File: src/rtl/control_sequencer_pkg.sv
// ctrl_seq_pkg: shared state/trap-cause encodings for the control sequencer.
package ctrl_seq_pkg;
  localparam int STATE_W = 3;
  localparam int CAUSE_W = 3;
  typedef enum logic [STATE_W-1:0] {
    S_HALT       = 3'd0,
    S_FETCH      = 3'd1,
    S_EXEC       = 3'd2,
    S_WAIT_LOAD  = 3'd3,
    S_WAIT_STORE = 3'd4,
    S_TRAP       = 3'd5
  } state_t;
  typedef enum logic [CAUSE_W-1:0] {
    C_NONE       = 3'd0,
    C_INSTR_SEGV = 3'd1,
    C_ILLEGAL    = 3'd2,
    C_DATA_SEGV  = 3'd3,
    C_TIMEOUT    = 3'd4
  } cause_t;
endpackage

File: src/rtl/control_sequencer_if.sv
// control_sequencer_if: memory/decoder inputs and datapath strobes of the control sequencer.
interface control_sequencer_if #(
  parameter int INSTR_W  = 32,
  parameter int RW_W     = 2,
  parameter int RETIRE_W = 32
);
  logic                              go;
  logic                              halt;
  logic [INSTR_W-1:0]                instruction;
  logic                              instr_segv;
  logic                              wait_instr;
  logic                              data_segv;
  logic                              wait_data;
  logic                              dec_invalid;
  logic                              dec_ld;
  logic                              dec_st;
  logic [RW_W-1:0]                   dec_reg_write;
  logic                              dec_pc_inc;
  logic [ctrl_seq_pkg::STATE_W-1:0]  state;
  logic                              pc_inc;
  logic [RW_W-1:0]                   reg_write;
  logic                              ld;
  logic                              st;
  logic [INSTR_W-1:0]                instr_hold;
  logic [ctrl_seq_pkg::CAUSE_W-1:0]  trap_cause;
  logic [RETIRE_W-1:0]               retired;
  modport master (
    input  go, halt, instruction, instr_segv, wait_instr, data_segv, wait_data,
           dec_invalid, dec_ld, dec_st, dec_reg_write, dec_pc_inc,
    output state, pc_inc, reg_write, ld, st, instr_hold, trap_cause, retired
  );
  modport slave (
    output go, halt, instruction, instr_segv, wait_instr, data_segv, wait_data,
           dec_invalid, dec_ld, dec_st, dec_reg_write, dec_pc_inc,
    input  state, pc_inc, reg_write, ld, st, instr_hold, trap_cause, retired
  );
endinterface

File: src/rtl/control_sequencer_wait_timer.sv
// wait_timer: counts consecutive wait cycles in a state and flags the last allowed one.
module wait_timer #(
  parameter int TIMEOUT = 16
) (
  input  logic clk,
  input  logic reset,
  input  logic clear,
  input  logic count_en,
  output logic expired
);
  localparam int CW = TIMEOUT > 1 ? $clog2(TIMEOUT) : 1;
  generate
    if (TIMEOUT == 0) begin : g_off
      assign expired = 1'b0;
    end else begin : g_on
      logic [CW-1:0] r_cnt;
      always_ff @(posedge clk or posedge reset)
        if (reset) r_cnt <= '0;
        else r_cnt <= clear ? '0 : count_en ? r_cnt + CW'(1) : r_cnt;
      assign expired = count_en && (r_cnt == CW'(TIMEOUT - 1));
    end
  endgenerate
endmodule

File: src/rtl/control_sequencer.sv
// control_sequencer: single-issue fetch/execute/memory-wait sequencer with trap cause,
// wait timeout and retired-instruction counter.
module control_sequencer #(
  parameter int INSTR_W  = 32,
  parameter int RW_W     = 2,
  parameter int TIMEOUT  = 16,
  parameter int RETIRE_W = 32
) (
  input logic clk,
  input logic reset,
  control_sequencer_if.master bus
);
  import ctrl_seq_pkg::*;
  state_t              r_state, w_next;
  cause_t              r_cause, w_cause;
  logic [INSTR_W-1:0]  r_instr_hold;
  logic [RETIRE_W-1:0] r_retired;
  logic                w_commit, w_latch, w_wait, w_expired;
  wait_timer #(.TIMEOUT(TIMEOUT)) u_timer (
    .clk      (clk),
    .reset    (reset),
    .clear    (w_next != r_state),
    .count_en (w_wait),
    .expired  (w_expired)
  );
  always_comb begin
    w_next   = r_state;
    w_cause  = r_cause;
    w_commit = 1'b0;
    w_latch  = 1'b0;
    w_wait   = (r_state == S_FETCH) ? bus.wait_instr :
               (r_state == S_WAIT_LOAD || r_state == S_WAIT_STORE) ? bus.wait_data : 1'b0;
    case (r_state)
      S_HALT:
        if (bus.go && !bus.halt) begin
          w_next  = S_FETCH;
          w_cause = C_NONE;
        end
      S_FETCH:
        if (bus.halt) w_next = S_HALT;
        else if (bus.instr_segv) begin
          w_next  = S_TRAP;
          w_cause = C_INSTR_SEGV;
        end else if (w_expired) begin
          w_next  = S_TRAP;
          w_cause = C_TIMEOUT;
        end else if (!bus.wait_instr) begin
          w_latch = 1'b1;
          w_next  = S_EXEC;
        end
      S_EXEC:
        if (bus.dec_invalid || (bus.dec_ld && bus.dec_st)) begin
          w_next  = S_TRAP;
          w_cause = C_ILLEGAL;
        end else if (bus.dec_ld) w_next = S_WAIT_LOAD;
        else if (bus.dec_st) w_next = S_WAIT_STORE;
        else w_commit = 1'b1;
      S_WAIT_LOAD, S_WAIT_STORE:
        if (bus.data_segv) begin
          w_next  = S_TRAP;
          w_cause = C_DATA_SEGV;
        end else if (w_expired) begin
          w_next  = S_TRAP;
          w_cause = C_TIMEOUT;
        end else if (!bus.wait_data) w_commit = 1'b1;
      S_TRAP:
        if (bus.halt) w_next = S_HALT;
        else if (bus.go) begin
          w_next  = S_FETCH;
          w_cause = C_NONE;
        end
      default: w_next = S_HALT;
    endcase
    // halt is only honoured at the commit boundary once an access is in flight
    if (w_commit) w_next = bus.halt ? S_HALT : S_FETCH;
  end
  always_ff @(posedge clk or posedge reset)
    if (reset) begin
      r_state      <= S_HALT;
      r_cause      <= C_NONE;
      r_instr_hold <= '0;
      r_retired    <= '0;
    end else begin
      r_state <= w_next;
      r_cause <= w_cause;
      if (w_latch) r_instr_hold <= bus.instruction;
      if (w_commit) r_retired <= r_retired + RETIRE_W'(1);
    end
  assign bus.state      = r_state;
  assign bus.pc_inc     = w_commit && bus.dec_pc_inc;
  assign bus.reg_write  = (w_commit && r_state != S_WAIT_STORE) ? bus.dec_reg_write : '0;
  assign bus.ld         = r_state == S_WAIT_LOAD;
  assign bus.st         = r_state == S_WAIT_STORE;
  assign bus.instr_hold = r_instr_hold;
  assign bus.trap_cause = r_cause;
  assign bus.retired    = r_retired;
endmodule

File: src/flat_wrapper.sv
// flat-port wrapper written by rule: the top's interface ports become plain ports
module control_sequencer_flat import ctrl_seq_pkg::*;
#(
  parameter int INSTR_W  = 32,
  parameter int RW_W     = 2,
  parameter int TIMEOUT  = 16,
  parameter int RETIRE_W = 32
)
  (clk, reset, bus_go, bus_halt, bus_instruction, bus_instr_segv, bus_wait_instr, bus_data_segv, bus_wait_data, bus_dec_invalid, bus_dec_ld, bus_dec_st, bus_dec_reg_write, bus_dec_pc_inc, bus_state, bus_pc_inc, bus_reg_write, bus_ld, bus_st, bus_instr_hold, bus_trap_cause, bus_retired);
  control_sequencer_if #(.INSTR_W(INSTR_W), .RW_W(RW_W), .RETIRE_W(RETIRE_W)) bus_i ();
  input logic clk;
  input logic reset;
  input wire logic [$bits(bus_i.go)-1:0] bus_go;
  input wire logic [$bits(bus_i.halt)-1:0] bus_halt;
  input wire logic [$bits(bus_i.instruction)-1:0] bus_instruction;
  input wire logic [$bits(bus_i.instr_segv)-1:0] bus_instr_segv;
  input wire logic [$bits(bus_i.wait_instr)-1:0] bus_wait_instr;
  input wire logic [$bits(bus_i.data_segv)-1:0] bus_data_segv;
  input wire logic [$bits(bus_i.wait_data)-1:0] bus_wait_data;
  input wire logic [$bits(bus_i.dec_invalid)-1:0] bus_dec_invalid;
  input wire logic [$bits(bus_i.dec_ld)-1:0] bus_dec_ld;
  input wire logic [$bits(bus_i.dec_st)-1:0] bus_dec_st;
  input wire logic [$bits(bus_i.dec_reg_write)-1:0] bus_dec_reg_write;
  input wire logic [$bits(bus_i.dec_pc_inc)-1:0] bus_dec_pc_inc;
  output wire logic [$bits(bus_i.state)-1:0] bus_state;
  output wire logic [$bits(bus_i.pc_inc)-1:0] bus_pc_inc;
  output wire logic [$bits(bus_i.reg_write)-1:0] bus_reg_write;
  output wire logic [$bits(bus_i.ld)-1:0] bus_ld;
  output wire logic [$bits(bus_i.st)-1:0] bus_st;
  output wire logic [$bits(bus_i.instr_hold)-1:0] bus_instr_hold;
  output wire logic [$bits(bus_i.trap_cause)-1:0] bus_trap_cause;
  output wire logic [$bits(bus_i.retired)-1:0] bus_retired;
  assign bus_i.go = bus_go;
  assign bus_i.halt = bus_halt;
  assign bus_i.instruction = bus_instruction;
  assign bus_i.instr_segv = bus_instr_segv;
  assign bus_i.wait_instr = bus_wait_instr;
  assign bus_i.data_segv = bus_data_segv;
  assign bus_i.wait_data = bus_wait_data;
  assign bus_i.dec_invalid = bus_dec_invalid;
  assign bus_i.dec_ld = bus_dec_ld;
  assign bus_i.dec_st = bus_dec_st;
  assign bus_i.dec_reg_write = bus_dec_reg_write;
  assign bus_i.dec_pc_inc = bus_dec_pc_inc;
  assign bus_state = bus_i.state;
  assign bus_pc_inc = bus_i.pc_inc;
  assign bus_reg_write = bus_i.reg_write;
  assign bus_ld = bus_i.ld;
  assign bus_st = bus_i.st;
  assign bus_instr_hold = bus_i.instr_hold;
  assign bus_trap_cause = bus_i.trap_cause;
  assign bus_retired = bus_i.retired;
  control_sequencer #(.INSTR_W(INSTR_W), .RW_W(RW_W), .TIMEOUT(TIMEOUT), .RETIRE_W(RETIRE_W)) u_core (.clk(clk), .reset(reset), .bus(bus_i));
endmodule
File: config.mk
export PLATFORM = sky130hd
export DESIGN_NAME = control_sequencer_flat
export DESIGN_NICKNAME = d
export VERILOG_FILES = /design/src/rtl/control_sequencer_pkg.sv /design/src/rtl/control_sequencer_if.sv /design/src/rtl/control_sequencer_wait_timer.sv /design/src/rtl/control_sequencer.sv /design/src/flat_wrapper.sv
export SDC_FILE = /design/constraint.sdc
export NUM_CORES = 1
export LEC_CHECK = 0
export CAP_MARGIN = 5
export CORE_MARGIN = 2
export CORE_UTILIZATION = 45
export CTS_CLUSTER_DIAMETER = 200
export CTS_CLUSTER_SIZE = 25
export DETAILED_ROUTE_END_ITERATION = 8
export HOLD_SLACK_MARGIN = 0.12
export PLACE_DENSITY_LB_ADDON = 0.12
export RECOVER_POWER = 50
export SYNTH_ARGS = -nofsm -noshare
export SYNTH_HDL_FRONTEND = slang
export SYNTH_SLANG_ARGS = --single-unit
File: constraint.sdc
create_clock -name clk -period 6.99 [get_ports clk]
set_input_delay 1.398 -clock clk [delete_from_list [all_inputs] [get_ports clk]]
set_output_delay 1.398 -clock clk [all_outputs]
set_load 0.02 [all_outputs]
==> flow_summary.yaml <==
power:
  seq_power_share_pct: 40.2
  power_density_nw_per_um2: 313
  power_frac_comb_pct: 41.1
  p_int_mw: 0.982
  ir_drop_mv: 0.187
  pwr-share-clk_pct: 18.7
  power.total_mw: 1.55
  swShare_pct: 36.8
  p_sw_mw: 0.571
  leakage_nw: 2.10
clocking:
  hold_buffers: 0
  h-tree-depth: 3
  cts_tree: "built"
  cts_resized: 0
  postCtsSetupBuffers: 0
  cts_made_buffers: 9
  cts.clk_slew.worst_paths_ps: 70
  cts_root_buffer: "clkbuf_8"
  cts.sinks: 74
  clk_path_buf_depth: 2
  clkLatencyLatePin_ps: 340
synthesis:
  async_reset_ff_share_pct: 100
  syn_area_per_cell_um2: 11.7
  synth_nets: 345
  ys_ff_latch: 74
  syn_inst: 297
  seq_area_frac_synth_pct: 53.1
  post_synth_num_cell_types: 52
  syn_area_um2: 3490
  synth_edf_count: 0
  synth-main-ff-cell: "dfrtp_1"
  yosys_warnings: 0
run:
  max-cap-violations: 0
timing:
  drv_slew: 0
  fmax_mhz: 207
  worstMarginPinSlew_ps: 917
  relSlewSlack_pct: 38.9
  grt_setup_unrepaired: "no"
  finalSetupTns_ps: 0
  postLayoutSetupSlackWorst_ps: 2150
  post-route-period-util_pct: 69.2
  finalSetupViolCount: 0
  hold_viol_final: 0
  period_minus_slack_ps: 4840
  skew_ps: 13.8
  worst_hold_slack_ps: 472
grt:
  antenna_found_initial: 0
  grt_max_degree: 75
  grt_pass1_vias: 2681
  grt_pass1_wl_um: 12900
  grt_overflow: 0
  grt_usage_pct: 19.1
worst_setup_path:
  required_ps: 5590
  crit_arrival_ps: 3440
  crit_fanout: 7
  path_class: "in -> out"
  end_kind: "primary output"
  cp-start-kind: "input port"
  reg2reg_slack_ps: 4240
route:
  drtIter0Drc: 123
  drtPass1Iterations: 4
  post_drt_wl_per_cell_um: 14.8
  drc: 0
  ant_nets: 0
  vias: 2736
  wl_um: 7810
  viasPerCell: 5.19
die:
  coreArea_um2: 7610
  die_area_um2: 8470
  die_height_um: 92.0
  initial_core_util_pct: 45.9
  rows: 32
  chipWidth_um: 92.0
  ioPinCount: 121
place:
  dp_hpwl_um: 5640
  io_buffers: 120
  place_congestion: 0.938
  placed_area_um2: 4780
  dpl_worst_slack_ps: 2260
cells_and_area:
  finalNetCount: 468
  area_delta_synth_final_pct: 42.0
  register_area_um2: 1850
  drive_gt1_share_pct: 15.1
  fillers: 606
  multi_input_area_um2: 1570
  final_cell_area_um2: 4950
  antennaDiodeCount: 0
run_status:
  status: "complete, no violations"
hold_path:
  min_path_type: "reg -> reg"
## per-stage QoR
stage | util [%] | cells
floorplan | - | 297
CTS | 65.1 | 527
finish | 65.1 | 527
detailed placement | 62.9 | 511
global placement | 62.9 | 511
global route | 65.1 | 527
## cell families (layout without fill, tap and decap cells)
logic type	count (synthesis)	after routing	share of synthesized area, %
fa+ha+maj	2	2	0.717
mux	35	35	11.3
compound gates	41	41	9.22
flops	74	74	53.1
buf+inv	15	143	1.97
xor+xnor	34	34	8.54
simple gates	96	96	15.2
## worst max-delay path, stage by stage
cell and delay, ps:
dlygate4sd3_1 590, nor3_1 190, nand2_1 210, a21oi_1 290
and2_1 160, clkdlybuf4s50_1 600
## power by group through the flow
stage               clock network, mW  registers (mW)  logic (mW)
finish                          0.291           0.624       0.638
global route                    0.322           0.642       0.686
CTS                             0.302           0.629       0.674
detailed placement                  0           0.637       0.671
global placement                    0           0.629       0.669
floorplan                           0           0.745       0.254
## cell usage after synthesis, types with 2 or more instances
master / n / area, µm²
nor2_1: 13 / 48.8
nand3_1: 14 / 70.1
a21oi_1: 8 / 40.0
xor2_1: 7 / 61.3
o21ai_0: 7 / 35.0
nand2b_1: 5 / 31.3
clkbuf_1: 4 / 15.0
inv_1: 3 / 11.3
nor2b_1: 4 / 25.0
mux2_2: 34 / 383
and4_1: 5 / 43.8
buf_4: 2 / 15.0
buf_2: 4 / 20.0
nand2_1: 23 / 86.3
nand4_1: 11 / 68.8
ha_1: 2 / 25.0
and3_1: 3 / 18.8
nor3_1: 4 / 20.0
xnor2_1: 27 / 236
a31oi_1: 2 / 12.5
dfrtp_1: 74 / 1850
and2_1: 6 / 37.5
inv_2: 2 / 7.51
a211oi_1: 5 / 37.5
## flip-flops by register name, summed over array words and instances, names as in the netlist
| register | count |
|---|---|
| u_core.bus.instr_hold | 32 |
| u_core.bus.trap_cause | 3 |
| u_core.u_timer.g_on.r_cnt | 4 |
| u_core.bus.retired | 32 |
| u_core.bus.state | 3 |
## cell type report
cell class              count  area share [%]
clock buffers              10            2.58
clock inverters             6           0.859
inverters                   5           0.379
multi-input cells         208            31.7
flip-flops and latches     74            37.4
well taps                 102            2.58
repair buffers            122            24.6
## layer usage
metal / wire [µm] / part of all wire, % / vias to the layer above / track usage [%]
li1: - / - / 1315 / -
met1: 3410 / 44 / 1325 / 24.9
met2: 3750 / 48 / 90 / 30.7
met3: 571 / 7.3 / 6 / 5.51
met4: 76 / 0.97 / 0 / 6.47
met5: 0 / 0 / - / 0
## final timing paths
check | start | end | cells after the start
max | bus_dec_st | bus_reg_write[0] | 6
min | u_core.bus.retired[31]$_DFFE_PP0P_ | u_core.bus.retired[31]$_DFFE_PP0P_ | 1
max reg2reg | u_core.bus.state[0]$_DFF_PP0_ | u_core.bus.instr_hold[31]$_DFFE_PP0P_ | 4
min reg2reg | u_core.bus.retired[31]$_DFFE_PP0P_ | u_core.bus.retired[31]$_DFFE_PP0P_ | 1
max in group asynchronous | reset | u_core.bus.retired[27]$_DFFE_PP0P_ | 3
min in group asynchronous | reset | u_core.bus.instr_hold[18]$_DFFE_PP0P_ | 3
## cells in the final DEF (no fill, tap or decap), types with 2 or more instances in the layout
master / instances
and2_1: 6
and4_1: 5
inv_2: 2
xnor2_1: 27
clkdlybuf4s50_1: 86
mux2_2: 34
buf_4: 2
nand4_1: 11
o21ai_0: 7
nor3_1: 4
nand2_1: 23
clkinvlp_4: 2
dfrtp_1: 74
clkinv_2: 2
nand2b_1: 5
a211oi_1: 5
xor2_1: 7
nor2_1: 13
ha_1: 2
clkbuf_8: 9
inv_1: 2
and3_1: 3
a31oi_1: 2
nor2b_1: 4
nand3_1: 14
a21oi_1: 8
dlygate4sd3_1: 34
(Power assumes the default switching activity.)
